**src/rtl/fetch_stage.sv**
```systemverilog
// Instruction fetch stage: PC/next-PC selection, single-outstanding I-cache handshake, F/D register.
// Optional performance counters are built in when FETCH_PERF_CNT_EN is defined.
module fetch_stage #(
  parameter int                     ADDR_WIDTH  = 64,
  parameter int                     INSTR_WIDTH = 32,
  parameter logic [ADDR_WIDTH-1:0]  RESET_PC    = '0,
  parameter logic [INSTR_WIDTH-1:0] NOP_INSTR   = 32'h0000_0013
) (
  input  logic                   i_clk,
  input  logic                   i_arst,
  input  logic                   i_stall_fetch,
  input  logic                   i_stall_dec,
  input  logic                   i_flush_dec,
  input  logic                   i_redirect,
  input  logic [ADDR_WIDTH-1:0]  i_redirect_pc,
  input  logic                   i_pred_taken,
  input  logic [ADDR_WIDTH-1:0]  i_pred_target,
  input  logic [1:0]             i_pred_way,
  output logic                   o_imem_req,
  output logic [ADDR_WIDTH-1:0]  o_imem_addr,
  input  logic                   i_imem_ack,
  input  logic                   i_imem_valid,
  input  logic [INSTR_WIDTH-1:0] i_imem_rdata,
  output logic [INSTR_WIDTH-1:0] o_instruction,
  output logic [ADDR_WIDTH-1:0]  o_pc,
  output logic [ADDR_WIDTH-1:0]  o_pc_plus4,
  output logic [ADDR_WIDTH-1:0]  o_pc_target_pred,
  output logic [1:0]             o_btb_way,
  output logic                   o_branch_pred_taken,
  output logic                   o_valid
`ifdef FETCH_PERF_CNT_EN
  ,
  output logic [63:0]            o_fetch_cnt,
  output logic [63:0]            o_bubble_cnt
`endif
);

  typedef enum logic [1:0] {S_REQ, S_WAIT, S_HOLD, S_KILL} state_e;

  state_e                 state_q, state_d;
  logic [ADDR_WIDTH-1:0]  pc_q, pc_d;
  logic                   pred_taken_q, pred_taken_d;
  logic [ADDR_WIDTH-1:0]  pred_target_q, pred_target_d;
  logic [1:0]             pred_way_q, pred_way_d;
  logic [INSTR_WIDTH-1:0] hold_instr_q, hold_instr_d;

  logic [INSTR_WIDTH-1:0] fd_instr_q, fd_instr_d;
  logic [ADDR_WIDTH-1:0]  fd_pc_q, fd_pc_d;
  logic [ADDR_WIDTH-1:0]  fd_pc_plus4_q, fd_pc_plus4_d;
  logic [ADDR_WIDTH-1:0]  fd_target_q, fd_target_d;
  logic [1:0]             fd_way_q, fd_way_d;
  logic                   fd_taken_q, fd_taken_d;
  logic                   fd_valid_q, fd_valid_d;

  logic [ADDR_WIDTH-1:0]  pc_plus4;
  logic [ADDR_WIDTH-1:0]  next_pc;
  logic                   req_fire;
  logic                   deliver;
  logic [INSTR_WIDTH-1:0] deliver_instr;
  logic                   fd_load_valid;
  logic                   fd_load_bubble;

  // The request is forced low while reset is held, even though the FSM already sits in S_REQ.
  assign o_imem_req  = i_arst && (state_q == S_REQ) && !i_stall_fetch;
  assign o_imem_addr = pc_q;
  assign req_fire    = o_imem_req && i_imem_ack;
  assign pc_plus4    = pc_q + ADDR_WIDTH'(4);
  assign next_pc     = pred_taken_q ? pred_target_q : pc_plus4;

  always_comb begin
    state_d       = state_q;
    pc_d          = pc_q;
    pred_taken_d  = pred_taken_q;
    pred_target_d = pred_target_q;
    pred_way_d    = pred_way_q;
    hold_instr_d  = hold_instr_q;
    deliver       = 1'b0;
    deliver_instr = hold_instr_q;

    case (state_q)
      S_REQ: begin
        if (req_fire) begin
          state_d       = S_WAIT;
          pred_taken_d  = i_pred_taken;
          pred_target_d = i_pred_target;
          pred_way_d    = i_pred_way;
        end
      end
      S_WAIT: begin
        if (i_imem_valid) begin
          if (!i_stall_dec) begin
            deliver       = 1'b1;
            deliver_instr = i_imem_rdata;
            pc_d          = next_pc;
            state_d       = S_REQ;
          end else begin
            hold_instr_d = i_imem_rdata;
            state_d      = S_HOLD;
          end
        end
      end
      S_HOLD: begin
        if (!i_stall_dec) begin
          deliver = 1'b1;
          pc_d    = next_pc;
          state_d = S_REQ;
        end
      end
      S_KILL: begin
        if (i_imem_valid) state_d = S_REQ;
      end
      default: state_d = S_REQ;
    endcase

    // A redirect overrides everything; any response already in flight becomes stale.
    if (i_redirect) begin
      pc_d          = i_redirect_pc;
      pred_taken_d  = 1'b0;
      pred_target_d = '0;
      pred_way_d    = '0;
      hold_instr_d  = hold_instr_q;
      deliver       = 1'b0;
      case (state_q)
        S_REQ:   state_d = req_fire ? S_KILL : S_REQ;
        S_WAIT:  state_d = i_imem_valid ? S_REQ : S_KILL;
        S_HOLD:  state_d = S_REQ;
        S_KILL:  state_d = i_imem_valid ? S_REQ : S_KILL;
        default: state_d = S_REQ;
      endcase
    end
  end

  always_ff @(posedge i_clk or negedge i_arst) begin
    if (!i_arst) begin
      state_q       <= S_REQ;
      pc_q          <= RESET_PC;
      pred_taken_q  <= 1'b0;
      pred_target_q <= '0;
      pred_way_q    <= '0;
      hold_instr_q  <= NOP_INSTR;
    end else begin
      state_q       <= state_d;
      pc_q          <= pc_d;
      pred_taken_q  <= pred_taken_d;
      pred_target_q <= pred_target_d;
      pred_way_q    <= pred_way_d;
      hold_instr_q  <= hold_instr_d;
    end
  end

  // F/D register priority: flush, then stall, then deliver, otherwise a bubble.
  always_comb begin
    fd_instr_d     = fd_instr_q;
    fd_pc_d        = fd_pc_q;
    fd_pc_plus4_d  = fd_pc_plus4_q;
    fd_target_d    = fd_target_q;
    fd_way_d       = fd_way_q;
    fd_taken_d     = fd_taken_q;
    fd_valid_d     = fd_valid_q;
    fd_load_valid  = 1'b0;
    fd_load_bubble = 1'b0;

    if (i_flush_dec) begin
      fd_load_bubble = 1'b1;
    end else if (i_stall_dec) begin
      fd_load_bubble = 1'b0;
    end else if (deliver) begin
      fd_load_valid = 1'b1;
    end else begin
      fd_load_bubble = 1'b1;
    end

    if (fd_load_valid) begin
      fd_instr_d    = deliver_instr;
      fd_pc_d       = pc_q;
      fd_pc_plus4_d = pc_plus4;
      fd_target_d   = pred_target_q;
      fd_way_d      = pred_way_q;
      fd_taken_d    = pred_taken_q;
      fd_valid_d    = 1'b1;
    end else if (fd_load_bubble) begin
      fd_instr_d    = NOP_INSTR;
      fd_pc_d       = '0;
      fd_pc_plus4_d = '0;
      fd_target_d   = '0;
      fd_way_d      = '0;
      fd_taken_d    = 1'b0;
      fd_valid_d    = 1'b0;
    end
  end

  always_ff @(posedge i_clk or negedge i_arst) begin
    if (!i_arst) begin
      fd_instr_q    <= NOP_INSTR;
      fd_pc_q       <= '0;
      fd_pc_plus4_q <= '0;
      fd_target_q   <= '0;
      fd_way_q      <= '0;
      fd_taken_q    <= 1'b0;
      fd_valid_q    <= 1'b0;
    end else begin
      fd_instr_q    <= fd_instr_d;
      fd_pc_q       <= fd_pc_d;
      fd_pc_plus4_q <= fd_pc_plus4_d;
      fd_target_q   <= fd_target_d;
      fd_way_q      <= fd_way_d;
      fd_taken_q    <= fd_taken_d;
      fd_valid_q    <= fd_valid_d;
    end
  end

  assign o_instruction       = fd_instr_q;
  assign o_pc                = fd_pc_q;
  assign o_pc_plus4          = fd_pc_plus4_q;
  assign o_pc_target_pred    = fd_target_q;
  assign o_btb_way           = fd_way_q;
  assign o_branch_pred_taken = fd_taken_q;
  assign o_valid             = fd_valid_q;

`ifdef FETCH_PERF_CNT_EN
  logic [63:0] fetch_cnt_q, fetch_cnt_d;
  logic [63:0] bubble_cnt_q, bubble_cnt_d;

  // Bubbles loaded while decode is stalled (flush+stall) are not counted.
  always_comb begin
    fetch_cnt_d  = fetch_cnt_q + (fd_load_valid ? 64'd1 : 64'd0);
    bubble_cnt_d = bubble_cnt_q + ((fd_load_bubble && !i_stall_dec) ? 64'd1 : 64'd0);
  end

  always_ff @(posedge i_clk or negedge i_arst) begin
    if (!i_arst) begin
      fetch_cnt_q  <= '0;
      bubble_cnt_q <= '0;
    end else begin
      fetch_cnt_q  <= fetch_cnt_d;
      bubble_cnt_q <= bubble_cnt_d;
    end
  end

  assign o_fetch_cnt  = fetch_cnt_q;
  assign o_bubble_cnt = bubble_cnt_q;
`else
  logic unused_load;
  assign unused_load = fd_load_valid ^ fd_load_bubble;
`endif

endmodule

```
**config.mk**
```make
export PLATFORM = sky130hd
export DESIGN_NAME = fetch_stage
export DESIGN_NICKNAME = d
export VERILOG_FILES = /design/src/rtl/fetch_stage.sv
export SDC_FILE = /design/constraint.sdc
export NUM_CORES = 1
export LEC_CHECK = 0
export CAP_MARGIN = 20
export CORE_AREA = 2 2 188 190
export CTS_CLUSTER_DIAMETER = 40
export DETAILED_ROUTE_END_ITERATION = 10
export DIE_AREA = 0 0 190 192
export PLACE_DENSITY_LB_ADDON = 0.12
export SYNTH_ARGS = -nofsm -noshare
export SYNTH_HDL_FRONTEND = slang
export SYNTH_SLANG_ARGS = --single-unit
```
**constraint.sdc**
```tcl
create_clock -name i_clk -period 4.6 [get_ports i_clk]
set_input_delay 0.92 -clock i_clk [delete_from_list [all_inputs] [get_ports i_clk]]
set_output_delay 0.92 -clock i_clk [all_outputs]
set_load 0.05 [all_outputs]
```
Word level (Yosys, flattened, before mapping)
Cells that the tools add are included.

storage, ports and cells
  register bits after elaboration = 393
  input bits = 171
  output and inout bits = 293

cells by class
  $add $sub $neg = 1
  eq/ne operators = 7
  muxes and demuxes = 48
  bitwise gates (word level) = 1
  reduce and logical (&&, ||, !) cells = 14

operators with widths
  operator                                        count
  two-way mux 64 bit                              11
  two-way mux 32 bit                              5
  one-hot mux 64 bit (2 select lines)             1
  adder 64 x 3 -> 64 bit (second input constant)  1
  two-way mux 2 bit                               13
  two-way mux 1 bit                               15
  inequality test 3 bit (second input constant)   4
  one-hot mux 2 bit (4 select lines)              1
  AND reduction 4 bit                             2
  one-hot mux 2 bit (3 select lines)              1
  nonzero test 2 bit                              3
  == test 2 bit (second input constant)           2
  AND reduction 2 bit                             2
  logical AND 1 bit                               3
  nonzero test 3 bit                              1
  == test 2 x 1 -> 1 bit (second input constant)  1
  logical NOT 2 bit                               1
  one-hot mux 1 bit (2 select lines)              1
  OR reduction 2 bit                              1
  logical NOT 1 bit                               1
  NOT 1 bit                                       1

Logic depth before layout (Yosys ltp)
  depth after elaboration = 9
  gate-level depth with buffers = 11
  gate-level depth less buffers = 7

Worst setup path after synthesis
Ideal clock, no wire load.

  path type = input port to flip-flop
  from = input i_stall_fetch
  to = register pred_target_q[43]
  arrival time = 2.552 ns
  data required time = 4.522 ns
  path slack = 1.970 ns
  cell stages on the path = 7
  cell sequence = and3b_1 -> and2_1 -> clkbuf_1 -> clkbuf_1 -> buf_1 -> nand2_1 -> a21oi_1

on the way
  longest elaborated chain between the ends = 5

ends and longest elaborated chain
  item                                  line  RTL
  start, declared                       11    input logic i_stall_fetch,
  logical NOT 1 bit                     64    assign o_imem_req = i_arst && (state_q == S_REQ) && !i_stall_fetch;
  logical AND 1 bit                     64
  logical AND 1 bit                     66    assign req_fire = o_imem_req && i_imem_ack;
  nonzero test 2 bit (no source line)   n/a
  AND reduction 2 bit (no source line)  n/a
  end signal, assigned                  145   pred_target_q <= pred_target_d;
  end, declared                         43    logic [ADDR_WIDTH-1:0] pred_target_q, pred_target_d;

No other way between the ends.
A chain may end at the register's enable or synchronous reset.

Final worst setup path
  from = register pc_q[4], in the netlist o_imem_addr[4]
  to = register fd_pc_plus4_q[63], in the netlist o_pc_plus4[63]

on the way
  longest elaborated chain between the ends = 2

ends and longest elaborated chain
  item                    line  RTL
  start, declared         41    logic [ADDR_WIDTH-1:0] pc_q, pc_d;
  start signal, assigned  143   pc_q <= pc_d;
  adder 64 x 3 -> 64 bit  67    assign pc_plus4 = pc_q + ADDR_WIDTH'(4);
  two-way mux 64 bit      173   if (fd_load_valid) begin
  end signal, assigned    204   fd_pc_plus4_q <= fd_pc_plus4_d;
  end, declared           49    logic [ADDR_WIDTH-1:0] fd_pc_plus4_q, fd_pc_plus4_d;

No other way between the ends.

==> impl_metrics.toml <==
[grt]
grt_overflow = 0
grt_antenna_before_repair = 7
grt_pass1_vias = 15600
gr-usage-met1 = 0.484
grt_first_pass_wirelength_um = 96400
grt_use_met2 = 0.508
grt_max_degree = 159
groute.layer.met3.usage = 0.0945
grt-busiest-layer = "met2"
grt_usage = 0.345

[sta]
setup_violations = 0
period_share = 0.738
finalClockSkew_ns = 0.0196
fin_ws_ns = 1.20
relSlewSlack = 0.282
tightest_slew_ns = 1.08
timing.fmax_mhz = 294
finalMaxSlewViolations = 0
setup_tns_ns = 0
rsz0062_at_grt = "false"
hold_viol_final = 0
fin_crit_ns = 3.40

[placement]
dp_hpwl_um = 44600
gp_routability_congestion = 0.930
pre_cts_slack_ns = 0.875
portBuffers = 463

[yosys]
synth.avg_cell_area_sq_um = 10.1
yosysSeqAreaShare = 0.541
synth-seq-cells = 391
synth_edf_count = 0
ys_warn_count = 0
synth_top_cell_by_area = "dfrtp_1"
synth_area_sq_mm = 0.0181
synth_top_area_share = 0.532
async_flop_share = 1.00
synth_common_cells = "dfrtp_1 (385), nand2_1 (304), a22o_1 (130), clkbuf_1 (130), o21ai_0 (128)"
syn_inst = 1800
ys.flop_type = "dfrtp_1"
yosysMostFrequentCell = "dfrtp_1"
postSynthNetCount = 1977
synth.area.top_cells = "dfrtp_1 (53%), nand2_1 (6.3%), a22o_1 (6.3%), o21ai_0 (3.5%), a21oi_1 (2.9%)"
synth_cell_types = 71

[clocking]
clock_latency_ns = 0.57
cts.sinks = 391
path_clk_slew_ns = 0.06
ctsHoldBuffers = 0
cts-root-buf = "clkbuf_16"
cts_tree = "built"
clk_path_buf_depth = 3
post-cts-setup-buffer-count = 0
htree_levels = 2
cts_buffers = 50
post_cts_resized = 0

[job]
maxCapViolations = 0

[setup_path]
arrival_ns = 3.89
cp.required_ns = 5.09
end_kind = "register"
cp-start-kind = "register"
critPathKind = "reg -> reg"
critPathMaxFanout = 15

[detailed_routing]
drt-vias-per-instance = 6.18
drc = 0
num_vias = 16500
dr.pass1.iters = 7
wirelength_um = 63900
antenna_left = 0
wire_per_inst_um = 23.9
drt_iter0_drc = 1483

[finish]
drive_gt1_frac = 0.0848
nets = 2353
area_growth_pct = 36.9

[power_and_ir_drop]
p_total_w = 0.0113
power.leakage_nw = 10.4
power_density_mw_per_mm2 = 457
ir_worst_vdd_mv = 0.279

[floorplanning]
die_width_um = 190
dieArea_sq_mm = 0.0365
die_y_um = 192
io_pins = 464
core_area_sq_mm = 0.0343
start_util = 0.528
fp-row-count = 68

[outcome]
status = "complete, no violations"

[min_path]
hold_path.class = "in -> async"
## final timing paths
kind	from	end	slack, ns	cells past startpoint
setup / recovery	o_imem_addr[4]	o_pc_plus4[63]	1.20	5
max in group asynchronous	i_arst	pred_target_q[5]	2.57	3
hold reg to reg	o_pc_plus4[50]	o_pc_plus4[50]	0.47	2
hold / removal	i_arst	hold_instr_q[10]	0.15	1
setup reg to reg	o_imem_addr[4]	o_pc_plus4[63]	1.20	5
min in group i_clk	o_pc_plus4[50]	o_pc_plus4[50]	0.47	2
## placed cells by master (no fill, tap or decap), types with 26 or more instances in the layout
cell,instances
nor3_1,29
dfrtp_1,385
a22o_1,130
o211ai_1,26
a22oi_1,29
o21ai_0,128
mux2i_1,39
nand3_1,60
nand2_1,302
buf_4,29
nor2_1,42
a21oi_1,104
clkdlybuf4s50_1,461
xnor2_1,30
mux2_2,33
clkbuf_16,53
nand4_1,27
## final cells by class
type / count / area (sq um)
multi-input combinational: 1224 / 7650
fill: 2504 / 9490
sequential: 391 / 9790
antenna: 6 / 15.0
clock buffer: 66 / 1450
inverter: 14 / 52.6
tap: 455 / 569
timing repair buffer: 495 / 4930
clock inverter: 27 / 344
## worst max-delay path: stages (launching register included)
cell and delay (ns):
dfrtp_1 0.55, nand3_1 0.48, nor4_4 0.86, nand3_1 0.53
or4b_2 0.79, nand3_1 0.10
## through the flow
stage	instance area (sq um)	hold slack, ns	utilization	std cells
floorplan	18100	0.465	-	1800
CTS	24800	0.138	0.723	2672
detailed placement	23000	0.464	0.671	2579
global placement	23000	0.460	0.671	2579
global route	24800	0.142	0.723	2677
finish	24800	0.155	0.723	2678
## cells by family after synthesis
family	after synthesis	synth area share
compound gates	524	0.199
fa+ha+maj	6	0.00414
mux	72	0.0421
simple gates	582	0.155
flops	391	0.541
xor+xnor	40	0.0193
buf+inv	185	0.0404
## per-layer routing
metal	wire length, um	share of wire
met5	8	0.00013
met1	26300	0.41
met4	2550	0.040
met3	6780	0.11
met2	28300	0.44
## flip-flops by register name, summed over array words and instances (netlist names)
register	cells
pred_target_q	64
state_q	2
pred_taken_q	1
pred_way_q	2
o_valid	1
o_pc_plus4	62
o_imem_addr	64
hold_instr_q	32
o_btb_way	2
o_pc	64
o_instruction	32
o_pc_target_pred	64
o_branch_pred_taken	1
## power by group
group	switching (W)	leakage, nW	internal (W)	total, W
registers	0.000595	5.23	0.00383	0.00442
clock network	0.00157	0.861	0.00257	0.00414
logic	0.00173	4.34	0.00104	0.00277
(Power assumes the default switching activity.)
